--- config.mk ---
export PLATFORM = sky130hd
export DESIGN_NAME = piso16_serializer
export DESIGN_NICKNAME = d
export VERILOG_FILES = /design/src/rtl/piso_pkg.sv /design/src/rtl/piso_bit_counter.sv /design/src/rtl/piso16_serializer.sv
export SDC_FILE = /design/constraint.sdc
export NUM_CORES = 1
export LEC_CHECK = 0
export CAP_MARGIN = 20
export CORE_MARGIN = 2
export CORE_UTILIZATION = 57
export DETAILED_ROUTE_END_ITERATION = 10
export GPL_ROUTABILITY_DRIVEN = 0
export GPL_TIMING_DRIVEN = 0
export PLACE_DENSITY = 0.94
export SKIP_LAST_GASP = 1
export SLEW_MARGIN = 0
export SYNTH_ARGS = -nofsm -noshare
export SYNTH_HDL_FRONTEND = slang
export SYNTH_HIERARCHICAL = 1
export SYNTH_SLANG_ARGS = --single-unit
--- constraint.sdc ---
create_clock -name clk -period 3.3 [get_ports clk]
set_input_delay 0.66 -clock clk [delete_from_list [all_inputs] [get_ports clk]]
set_output_delay 0.66 -clock clk [all_outputs]
set_load 0.01 [all_outputs]
--- src/rtl/piso_pkg.sv ---
// Shared definitions for the PISO serializer slice.
//   state_t       : serializer FSM states (IDLE, SHIFT)
//   DEFAULT_WIDTH : default parallel word width
//   cnt_width()   : bit-counter width for a given word width
package piso_pkg;

  typedef enum logic {
    IDLE,
    SHIFT
  } state_t;

  localparam int unsigned DEFAULT_WIDTH = 16;

  function automatic int unsigned cnt_width(input int unsigned width);
    return (width < 2) ? 1 : $clog2(width);
  endfunction

endpackage

--- src/rtl/piso_bit_counter.sv ---
// Bit-position counter for the serializer.
//   clk, reset_n : clock, asynchronous active-low reset
//   clr          : synchronous clear to 0 (wins over en)
//   en           : advance by one; saturates at WIDTH-1
//   count        : current bit position
//   tc           : terminal count, high when count == WIDTH-1
module piso_bit_counter
  import piso_pkg::*;
#(
  parameter int unsigned WIDTH = DEFAULT_WIDTH
) (
  input  logic                        clk,
  input  logic                        reset_n,
  input  logic                        clr,
  input  logic                        en,
  output logic [cnt_width(WIDTH)-1:0] count,
  output logic                        tc
);

  localparam int unsigned CW = cnt_width(WIDTH);
  localparam logic [CW-1:0] LAST = CW'(WIDTH - 1);

  always_ff @(posedge clk or negedge reset_n) begin
    if (!reset_n) begin
      count <= '0;
    end else if (clr) begin
      count <= '0;
    end else if (en && !tc) begin
      count <= count + CW'(1);
    end
  end

  always_comb begin
    tc = (count == LAST);
  end

endmodule

--- src/rtl/piso16_serializer.sv ---
// Parallel-in, serial-out transmitter with ready/valid on both sides.
//   clk, reset_n : clock, asynchronous active-low reset
//   d            : parallel word, sampled only on the load edge
//   load_valid   : d is valid
//   load_ready   : word can be accepted this cycle (combinational from
//                  tx_ready so the next word can load on the last-bit edge)
//   sout         : current serial bit (registered)
//   tx_valid     : sout is valid
//   tx_ready     : downstream consumes sout this cycle
//   tx_last      : sout is the final bit of the word
module piso16_serializer
  import piso_pkg::*;
#(
  parameter int unsigned WIDTH     = DEFAULT_WIDTH,
  parameter bit          MSB_FIRST = 1'b1
) (
  input  logic             clk,
  input  logic             reset_n,
  input  logic [WIDTH-1:0] d,
  input  logic             load_valid,
  output logic             load_ready,
  output logic             sout,
  output logic             tx_valid,
  input  logic             tx_ready,
  output logic             tx_last
);

  localparam int unsigned CW = cnt_width(WIDTH);

  state_t           state_q;
  state_t           state_d;
  logic [WIDTH-1:0] shreg_q;
  logic [WIDTH-1:0] shifted;
  logic [CW-1:0]    count;
  logic             tc;
  logic             beat;
  logic             last_beat;
  logic             load_fire;

  // Counter is cleared both on a load and when the last bit goes out, so
  // it always restarts from 0 and never wraps.
  piso_bit_counter #(
    .WIDTH (WIDTH)
  ) u_cnt (
    .clk     (clk),
    .reset_n (reset_n),
    .clr     (load_fire || last_beat),
    .en      (beat),
    .count   (count),
    .tc      (tc)
  );

  always_ff @(posedge clk or negedge reset_n) begin
    if (!reset_n) begin
      state_q <= IDLE;
    end else begin
      state_q <= state_d;
    end
  end

  always_comb begin
    tx_valid   = (state_q == SHIFT);
    tx_last    = tx_valid && tc;
    beat       = tx_valid && tx_ready;
    last_beat  = beat && tc;
    load_ready = !tx_valid || (tx_last && tx_ready);
    load_fire  = load_valid && load_ready;
    state_d    = state_q;
    case (state_q)
      IDLE:    if (load_fire) state_d = SHIFT;
      SHIFT:   if (last_beat) state_d = load_fire ? SHIFT : IDLE;
      default: state_d = IDLE;
    endcase
  end

  always_comb begin
    shifted = '0;
    if (MSB_FIRST) begin
      shifted = {shreg_q[WIDTH-2:0], 1'b0};
    end else begin
      shifted = {1'b0, shreg_q[WIDTH-1:1]};
    end
  end

  // Zero fill means the register drains to 0 once a word completes, so
  // sout reads 0 while idle.
  always_ff @(posedge clk or negedge reset_n) begin
    if (!reset_n) begin
      shreg_q <= '0;
    end else if (load_fire) begin
      shreg_q <= d;
    end else if (beat) begin
      shreg_q <= shifted;
    end
  end

  always_comb begin
    sout = MSB_FIRST ? shreg_q[WIDTH-1] : shreg_q[0];
  end

  always_ff @(posedge clk) begin
    if (reset_n) begin
      assert (count <= CW'(WIDTH - 1));
    end
  end

endmodule
==> qor.txt <==
Post-synth ARST share = 100%
GR Util met3 = 3.61%
Final setup viols = 0
synth unique cells = 29
Tmin final = 2.88 ns
CP Launch Type = input pin
Slew Viols, Final = 0
Netlist Area Pre-Place = 1440 um^2
largest cells by area after synthesis = dfrtp_1 37%, mux2i_1 12%, mux2_4 8.4%
grt peak-use layer = met2
nets = 184
Cell Area, Placed = 1690 um^2
Setup Fix Bufs, Post-CTS = 0
post-synthesis sequential area ratio = 36.6%
overall die width = 54.2 um
DR vias/cell = 5.82
Clock Path Buffers = 2
die area = 2940 um^2
via count = 1117
Final Util = 70.8%
static leakage = 0.804 nW
Hold Crit Class = flip-flop to flip-flop
fmax = 347 MHz
Synth top area share = 36.6%
Gate Count Post-Synth = 136
Peak VDD IR = 0.000398 V
Clk Tree Root Cell = clkbuf_4
Syn Nets = 157
area of the multi-input gates = 821 um^2
GRT met1 Usage = 29.4%
Worst Setup End Kind = output port
crit-path cells = clkdlybuf4s50_1 > clkbuf_1 > nand2_1 > nand2_1 > clkdlybuf4s50_1
initial antenna violation count = 0
Crit path arrival time = 2.22 ns
Worst-Margin Slew = 0.958 ns
max_slew headroom = 35.9%
Avg Cell Area, Syn = 10.6 um^2
layout cells sized above 1 = 19.8%
Final ANT Viol Nets = 0
global-route wire length before repair = 5020 um
Clock Skews = 0.00428 ns
DP Wirelength = 2130 um
CP Max Fanout = 10
area delta synth->final = 19.9%
setup TNS = 0 ns
status = finished clean
input/output buffers = 22
largest net degree at the start of global routing = 22
RSZ-0062 raised after global routing = false
Fillers = 177
core area = 2430 um^2
hold buffer count at cts = 0
Reg area = 526 um^2
Clock Sinks = 21
Boundary Pins = 24
vias in the first global route = 1140
Worst-path clk slew = 0.12 ns
design area = 1720 um^2
Initial Util = 59.1%
Final period util = 87.3%
wire length per cell = 15.5 um
max incr delay on CP = 0.53 ns
Yosys reg bits = 21
total power = 1.04 mW
PD cells = 603 nW/um^2
Yosys top cell by area = dfrtp_1
critical path data required time = 2.64 ns
CTS buffer count = 3
crit path kind = input pin to output port
ANT cells = 0
total global-route track usage = 23.7%
Post-synth EDFFs = 0
Ys Warns = 6
WL final = 2980 um
post-CTS sizing = 0
worst-skew pair later-pin latency = 0.31 ns
GRT Residual Overflow = 0
H-tree levels = 1
Final Hold Viols = 0
Critical-path top delay cell = clkdlybuf4s50_1
initial DRC count = 16
CTS tree = done
drt drc = 0
chip height = 54.2 um
MaxCap Viol Count = 0
drt first pass iters = 4
M2 GR Usage = 41.0%
Synth Flop Type = dfrtp_1
row count = 18
## layout make-up
cell class	instances	share of cell area (%)
buffer	10	4.80
timing repair buffer	22	12.8
clock buffer	3	1.31
tap	30	2.18
multi-input combinational	103	47.7
clock inverter	1	0.291
sequential	21	30.5
inverter	2	0.436
## sequential cells by signal, summed over array words and instances (netlist names)
signal / count
shreg_q: 16
tx_valid: 1
u_cnt/count: 4
## synthesized netlist by cell type (all sizes together) (2+ instances only)
master,instances
inv,2
nand2b,12
or2b,6
and2,2
o21ai,2
mux2,16
mux2i,17
dfrtp,21
nand2,4
clkbuf,2
buf,8
o22ai,15
a21oi,17
nand4,2
nor2b,2
## per-stage QoR
step / worst slack, ns / instances / hold slack (ns)
CTS: 0.415 / 192 / 0.595
global route: 0.337 / 192 / 0.623
finish: 0.419 / 192 / 0.592
floorplan: 1.51 / 136 / 0.364
global placement: 0.453 / 188 / 0.554
detailed placement: 0.410 / 188 / 0.575
## path summary, 6_finish.rpt
kind,slack (ns),start,depth (start not counted),to
max,0.42,tx_ready,5,load_ready
min,0.59,u_cnt/count[3],2,u_cnt/count[3]
max reg2reg,1.41,tx_valid,5,u_cnt/count[0]
min reg2reg,0.59,u_cnt/count[3],2,u_cnt/count[3]
max in group asynchronous,1.85,reset_n,1,shreg_q[15]
min in group asynchronous,0.87,reset_n,1,shreg_q[8]
## metal layers
metal	up-vias	wire [um]
li1	552	-
met1	540	1380
met2	21	1460
met3	4	89
met4	0	48
met5	-	0
## cells by family after synthesis
family | after synthesis | share of synthesized area [%]
DFF | 21 | 36.6
muxes | 33 | 26.5
adders and majority gates | 1 | 0.871
AOI/OAI and AO/OA | 35 | 13.8
and+or+nand+nor | 34 | 16.0
buffers and inverters | 12 | 6.27
## report_power, final
group | internal [mW] | leakage (nW) | switching (mW)
clock | 0.0452 | 0.0177 | 0.0824
combinational | 0.274 | 0.560 | 0.193
sequential | 0.362 | 0.226 | 0.0823
total | 0.681 | 0.804 | 0.358
## worst max-delay path: cells and delay by family
| family | cells | cell delay [ns] |
|---|---|---|
| buffers and inverters | 3 | 1.36 |
| AND/OR/NAND/NOR | 2 | 0.20 |
## cell usage in the layout (no fill, tap or decap)
master           instances
a21oi_1                 17
and2_1                   2
and3_4                   1
and4b_2                  1
buf_12                   1
buf_2                    2
buf_4                    3
buf_6                    2
clkbuf_1                 2
clkbuf_4                 3
clkdlybuf4s50_1         22
clkinv_2                 1
dfrtp_1                 21
ha_1                     1
inv_1                    2
mux2_2                   8
mux2_4                   8
mux2i_1                 17
nand2_1                  3
nand2_4                  1
nand2b_1                12
nand3_1                  1
nand4_1                  2
nor2_1                   1
nor2b_1                  1
nor2b_4                  1
nor3_1                   1
o21ai_0                  2
o221ai_1                 1
o22ai_1                 15
or2_0                    1
or2b_1                   6
Power figures use the tool's default switching activity.
